--- config.mk ---
export PLATFORM = sky130hd
export DESIGN_NAME = pulse_seq_multi
export DESIGN_NICKNAME = d
export VERILOG_FILES = /design/src/rtl/pulse_seq_multi.sv
export SDC_FILE = /design/constraint.sdc
export NUM_CORES = 2
export LEC_CHECK = 0
export ABC_CLOCK_PERIOD_IN_PS = 5400
export BUFFER_PORTS_ARGS = -buffer_cell sky130_fd_sc_hd__buf_2
export CORE_AREA = 3 3 303 305
export CTS_CLUSTER_DIAMETER = 50
export DETAILED_ROUTE_END_ITERATION = 12
export DIE_AREA = 0 0 306 308
export GPL_ROUTABILITY_DRIVEN = 0
export SETUP_SLACK_MARGIN = 0.15
export SLEW_MARGIN = 25
export SYNTH_ARGS = -nofsm -noshare
export SYNTH_HDL_FRONTEND = slang
export SYNTH_SLANG_ARGS = --single-unit
export TNS_END_PERCENT = 10
--- constraint.sdc ---
create_clock -name clk -period 5.4 [get_ports clk]
set_input_delay 0.27 -clock clk [delete_from_list [all_inputs] [get_ports clk]]
set_output_delay 0.27 -clock clk [all_outputs]
set_load 0.01 [all_outputs]
--- src/rtl/pulse_seq_multi.sv ---
// rtl/pulse_seq_multi.sv - multi-channel periodic pulse sequencer; PULSE_SEQ_CPMG_EN adds a CPMG echo train on pulse[0]
module pulse_seq_multi #(
    parameter int NCH    = 4,
    parameter int CW     = 32,
    parameter int SYNC_W = 4
) (
    input  logic           clk,
    input  logic           resetn,
    input  logic           cmd_valid,
    output logic           cmd_ready,
    input  logic [7:0]     cmd_addr,
    input  logic [CW-1:0]  cmd_data,
    input  logic           run,
    output logic           sync,
    output logic [NCH-1:0] pulse,
    output logic           busy,
    output logic           seq_done
);
    typedef enum logic {S_IDLE = 1'b0, S_RUN = 1'b1} state_t;
    state_t state, state_nxt;

    logic [CW-1:0]  delay_s [NCH];
    logic [CW-1:0]  width_s [NCH];
    logic [NCH-1:0] en_s;
    logic [CW-1:0]  period_s, shots_s;
    logic [CW-1:0]  delay_a [NCH];
    logic [CW-1:0]  width_a [NCH];
    logic [NCH-1:0] en_a;
    logic [CW-1:0]  period_a, shots_a;

    logic [CW-1:0]  cnt, shot_cnt, p_eff;
    logic           wait_low, last_cnt, shot_hit, load_act;
    logic [NCH-1:0] pulse_nxt;
    logic           sync_nxt, done_nxt;

    assign cmd_ready = !resetn;
    assign busy      = (state == S_RUN);
    assign p_eff     = (period_a < CW'(2)) ? CW'(2) : period_a;
    assign last_cnt  = (cnt == p_eff - CW'(1));
    assign shot_hit  = (shots_a != '0) && (shot_cnt + CW'(1) == shots_a);
    // Active registers follow the shadows whenever idle and at each period boundary.
    assign load_act  = (state == S_IDLE) || last_cnt;

`ifdef PULSE_SEQ_CPMG_EN
    logic [CW-1:0] cpmg_n_s, cpmg_sp_s, cpmg_n_a;
    logic [CW:0]   echo_next;
    logic [CW-1:0] echo_last, echo_k, echo_base;
    logic          echo_hit, echo_on;

    // Echoes share one length, so the most recently started echo always ends last.
    assign echo_hit  = (state == S_RUN) && (echo_k < cpmg_n_a) && ({1'b0, cnt} == echo_next);
    assign echo_base = echo_hit ? cnt : echo_last;
    assign echo_on   = (echo_hit || echo_k != '0)
                     && ({2'b0, cnt} < ({2'b0, echo_base} + {1'b0, width_a[0], 1'b0}));

    always_ff @(posedge clk) begin
        if (resetn) begin
            cpmg_n_s  <= '0;
            cpmg_sp_s <= '0;
            cpmg_n_a  <= '0;
            echo_next <= '0;
            echo_last <= '0;
            echo_k    <= '0;
        end else begin
            if (cmd_valid && cmd_addr == 8'hF1) cpmg_n_s  <= cmd_data;
            if (cmd_valid && cmd_addr == 8'hF2) cpmg_sp_s <= cmd_data;
            if (load_act) begin
                cpmg_n_a  <= cpmg_n_s;
                echo_next <= {1'b0, delay_s[0]} + {1'b0, cpmg_sp_s};
                echo_last <= '0;
                echo_k    <= '0;
            end else if (echo_hit) begin
                echo_next <= echo_next + {1'b0, cpmg_sp_s};
                echo_last <= cnt;
                echo_k    <= echo_k + CW'(1);
            end
        end
    end
`else
    logic echo_on;
    assign echo_on = 1'b0;
`endif

    always_ff @(posedge clk) begin
        if (resetn) state <= S_IDLE;
        else        state <= state_nxt;
    end

    always_comb begin
        state_nxt = state;
        case (state)
            S_IDLE:  if (run && !wait_low) state_nxt = S_RUN;
            S_RUN:   if (last_cnt && (!run || shot_hit)) state_nxt = S_IDLE;
            default: state_nxt = S_IDLE;
        endcase
    end

    always_comb begin
        pulse_nxt = '0;
        for (int i = 0; i < NCH; i++) begin
            pulse_nxt[i] = (state == S_RUN) && en_a[i] && (cnt >= delay_a[i])
                         && ({1'b0, cnt} < ({1'b0, delay_a[i]} + {1'b0, width_a[i]}));
        end
        pulse_nxt[0] = pulse_nxt[0] | ((state == S_RUN) && echo_on);
        sync_nxt     = (state == S_RUN) && (cnt < CW'(SYNC_W));
        done_nxt     = (state == S_RUN) && last_cnt && shot_hit;
    end

    always_ff @(posedge clk) begin
        if (resetn) begin
            pulse    <= '0;
            sync     <= 1'b0;
            seq_done <= 1'b0;
        end else begin
            pulse    <= pulse_nxt;
            sync     <= sync_nxt;
            seq_done <= done_nxt;
        end
    end

    always_ff @(posedge clk) begin
        if (resetn) begin
            for (int i = 0; i < NCH; i++) begin
                delay_s[i] <= '0;
                width_s[i] <= '0;
                delay_a[i] <= '0;
                width_a[i] <= '0;
            end
            en_s     <= '0;
            en_a     <= '0;
            period_s <= '0;
            shots_s  <= '0;
            period_a <= '0;
            shots_a  <= '0;
            cnt      <= '0;
            shot_cnt <= '0;
            wait_low <= 1'b0;
        end else begin
            if (cmd_valid) begin
                if (cmd_addr == 8'hF0) period_s <= cmd_data;
                if (cmd_addr == 8'hF3) shots_s  <= cmd_data;
                for (int i = 0; i < NCH; i++) begin
                    if (cmd_addr[7:4] == 4'(i)) begin
                        if (cmd_addr[3:0] == 4'h0) delay_s[i] <= cmd_data;
                        if (cmd_addr[3:0] == 4'h1) width_s[i] <= cmd_data;
                        if (cmd_addr[3:0] == 4'h2) en_s[i]    <= cmd_data[0];
                    end
                end
            end
            if (load_act) begin
                delay_a  <= delay_s;
                width_a  <= width_s;
                en_a     <= en_s;
                period_a <= period_s;
                shots_a  <= shots_s;
            end
            cnt      <= (state == S_RUN && !last_cnt) ? cnt + CW'(1) : '0;
            shot_cnt <= (state == S_IDLE) ? '0 : (last_cnt ? shot_cnt + CW'(1) : shot_cnt);
            if (done_nxt)  wait_low <= 1'b1;
            else if (!run) wait_low <= 1'b0;
        end
    end
endmodule

==> flow_metrics.env <==
export IMPL_required_ps=5950
export IMPL_reg2reg_slack_ps=480
export IMPL_synthesis_nets=5264
export IMPL_ant_nets=0
export IMPL_finalCritPeriodShare=0.912
export IMPL_r2r_start="delay_a[0]"
export IMPL_netlist_top_cells_count="776 x nand2_1, 720 x dfxtp_1, 514 x a21oi_1"
export IMPL_power_leakage_nw=17.9
export IMPL_final_cells=6054
export IMPL_post_synth_top_count_cell="nand2_1"
export IMPL_powerDensity_nw_per_um2=274
export IMPL_grt_overflow_total=0
export IMPL_synth_top_family_by_area="simple AND/OR/NAND/NOR gates"
export IMPL_numCtsBuffers=94
export IMPL_syn_area_per_cell_um2=8.28
export IMPL_min_path_type="primary input to flop"
export IMPL_crit_fanout=4
export IMPL_synth_cell_types=74
export IMPL_drc=0
export IMPL_synth_top_cell_area_share=0.360
export IMPL_std_cell_rows=110
export IMPL_start_util=0.446
export IMPL_core_area_um2=89600
export IMPL_insertion_delay_ps=660
export IMPL_synth_compound_area_frac=0.154
export IMPL_die_w_um=306
export IMPL_fin_util=0.499
export IMPL_drive_above_1_share=0.0679
export IMPL_worst_pin_slew_ps=1350
export IMPL_holdCritStartpoint="cmd_data[29]"
export IMPL_vias=33660
export IMPL_outcome="completed"
export IMPL_antenna_found_initial=3
export IMPL_cts_max_path_buffers=3
export IMPL_finalSetupViolCount=0
export IMPL_nFillCells=8663
export IMPL_grt_total_usage=0.244
export IMPL_slew_headroom=0.0970
export IMPL_cts_tree="done"
export IMPL_synth_top_cell_by_area="dfxtp_1"
export IMPL_r2r_end="pulse[3]"
export IMPL_ys_ff_latch=720
export IMPL_ys_top_cells_by_area="dfxtp_1 36%, ha_1 12%, mux2i_1 8.4%"
export IMPL_syn_inst=4833
export IMPL_holdPathStages=3
export IMPL_clockRootBuffer="clkbuf_16"
export IMPL_place_hpwl_um=82100
export IMPL_synth_edf_count=0
export IMPL_crit_path_frequent_cell="ha_1"
export IMPL_timing_setup_tns_ps=0
export IMPL_diodes=0
export IMPL_wirelength_um=117000
export IMPL_cts_sinks=720
export IMPL_critPathLaunchType="flop"
export IMPL_wl_per_cell_um=19.4
export IMPL_grt_first_pass_wirelength_um=183000
export IMPL_postCtsSetupBuffers=0
export IMPL_slowest_delay_ps=430
export IMPL_hold_end="width_s[29]"
export IMPL_portBuffers=51
export IMPL_clk_pin_slew_worst_paths_ps=60
export IMPL_grt_max_degree=211
export IMPL_cp_num_buf_inv=1
export IMPL_synth_area_um2=40000
export IMPL_drt_iter0_markers=2355
export IMPL_endpoint_kind="flop"
export IMPL_path_cells="ha_1 -> fa_1 -> a211o_1 -> a2111oi_1 -> buf_4 -> o31a_1 -> nor4_1 -> nor3_1 -> o21ai_0 -> a21oi_1 -> xor2_1 -> ha_1 -> nand4_1 -> or3_1 -> nor2_1 -> a2111oi_0 -> o221ai_1 -> o21ai_1 -> a311oi_1 -> a211oi_1"
export IMPL_cp_top_family="compound AO/OA/AOI/OAI gates"
export IMPL_synth_seq_area_share=0.360
export IMPL_path_class="flop to flop"
export IMPL_hold_viol_final=0
export IMPL_slowest_stage="fa_1"
export IMPL_nNetsFinal=5230
export IMPL_finalClockSkew_ps=34.3
export IMPL_reg2regPathDepth=20
export IMPL_io_pins=52
export IMPL_grt_pass1_vias=32169
export IMPL_synth_adder_area_share=0.122
export IMPL_area_growth_pct=11.7
export IMPL_dieHeight_um=308
export IMPL_fmax_ghz=0.203
export IMPL_drtPass1Iterations=5
export IMPL_synthMuxAreaShare=0.0846
export IMPL_cap_violations=0
export IMPL_arrival_ps=5470
export IMPL_yosys_warnings=0
export IMPL_dp_cells=5877
export IMPL_async_flop_share=0
export IMPL_htreeDepth=3
export IMPL_synth_xor_area_share=0.0460
export IMPL_via_per_inst=5.56
export IMPL_slew_violations=0
export IMPL_synth_simple_area_share=0.192
export IMPL_ys_flop_type="dfxtp_1"
export IMPL_rsz0062_at_grt="true"
export IMPL_die_area_um2=94200
export IMPL_period_needed_ps=4920
export IMPL_vdd_ir_drop_max_uv=180
-- worst register-to-register path, cell delays in order (launching register included) --
cell and delay, ps:
dfxtp_1 320, ha_1 240, fa_1 430, a211o_1 300, a2111oi_1 370, buf_4 190, o31a_1 240, nor4_1 130
nor3_1 310, o21ai_0 130, a21oi_1 190, xor2_1 180, ha_1 260, nand4_1 130, or3_1 150, nor2_1 60
a2111oi_0 390, o221ai_1 200, o21ai_1 270, a311oi_1 140, a211oi_1 220
-- cell families after synthesis --
kind of cell | Yosys count
buffers and inverters | 432
DFF | 720
xor gates and xnor gates | 210
adders and majority gates | 387
muxes | 338
AOI/OAI and AO/OA | 1015
and+or+nand+nor | 1731
-- what timing repair did --
action	4_1_cts	5_1_grt
hold buffers	2	0
resized for setup	0	3
endpoints found under the hold margin	4	0
endpoints found under the setup margin	0	4
-- placed cells by master (no fill, tap or decap), drive strengths merged, types with 26 or more instances in the layout --
cell type,instances
nand2b,39
nand4,62
nor4,40
o21a,32
nand2,776
nor2,481
or4,26
a21o,124
xnor2,98
buf,123
dfxtp,720
clkbuf,119
xor2,112
or3,36
ha,383
o21ai,128
nor2b,26
mux2i,336
nor3,71
nand3,70
inv,196
a211oi,33
a21oi,514
-- flip-flops by register name, summed over array words and instances, names as in the netlist, 4 cells and up --
| register | flops |
|---|---|
| cnt | 32 |
| delay_a | 128 |
| delay_s | 128 |
| en_a | 4 |
| en_s | 4 |
| period_a | 32 |
| period_s | 32 |
| pulse | 4 |
| shot_cnt | 32 |
| shots_a | 32 |
| shots_s | 32 |
| width_a | 128 |
| width_s | 128 |
-- per-layer routing --
layer	vias to the layer above	track usage	wire length, µm
li1	16816	-	-
met1	15923	0.311	51700
met2	702	0.422	55800
met3	217	0.0336	5630
met4	2	0.0908	4200
met5	-	0	14
-- report_power, final --
part | internal (W) | total [W] | switching (W)
registers | 0.00532 | 0.00533 | 0.00000672
logic | 0.000141 | 0.000487 | 0.000345
clock network | 0.00383 | 0.00642 | 0.00260
total | 0.00929 | 0.0122 | 0.00295
-- per-stage QoR --
step | total power (W) | cell area (µm²) | setup slack (ps) | hold slack, ps
after global placement | 0.00593 | 41400 | 514 | 437
final | 0.0122 | 44700 | 478 | 35.1
after floorplan | 0.00576 | 40000 | 1050 | 415
after detailed placement | 0.00593 | 41400 | 406 | 446
after CTS | 0.0124 | 44700 | 341 | 2.03
after global routing | 0.0126 | 44700 | 61.4 | 27.1
-- worst max path at each step --
stage                 startpoint      endpoint  slack (ps)  cells past startpoint
floorplan           period_a[12]  shot_cnt[17]        1050                     16
global placement     delay_a[65]      pulse[1]         510                     19
detailed placement    delay_a[0]      pulse[3]         410                     20
CTS                  delay_a[65]      pulse[1]         340                     19
global route         delay_a[32]      pulse[2]          60                     20
finish                delay_a[0]      pulse[3]         480                     20
-- layout make-up --
| cell class | count | area [µm²] | area share |
|---|---|---|---|
| Sequential cell | 720 | 14400 | 0.322 |
| Timing Repair Buffer | 125 | 926 | 0.0207 |
| Clock buffer | 119 | 2530 | 0.0565 |
| Multi-Input combinational cell | 3681 | 24000 | 0.537 |
| Clock inverter | 56 | 717 | 0.0160 |
| Tap cell | 1176 | 1470 | 0.0329 |
| Inverter | 177 | 664 | 0.0149 |
Note: power is estimated with default switching activity, not from simulation.
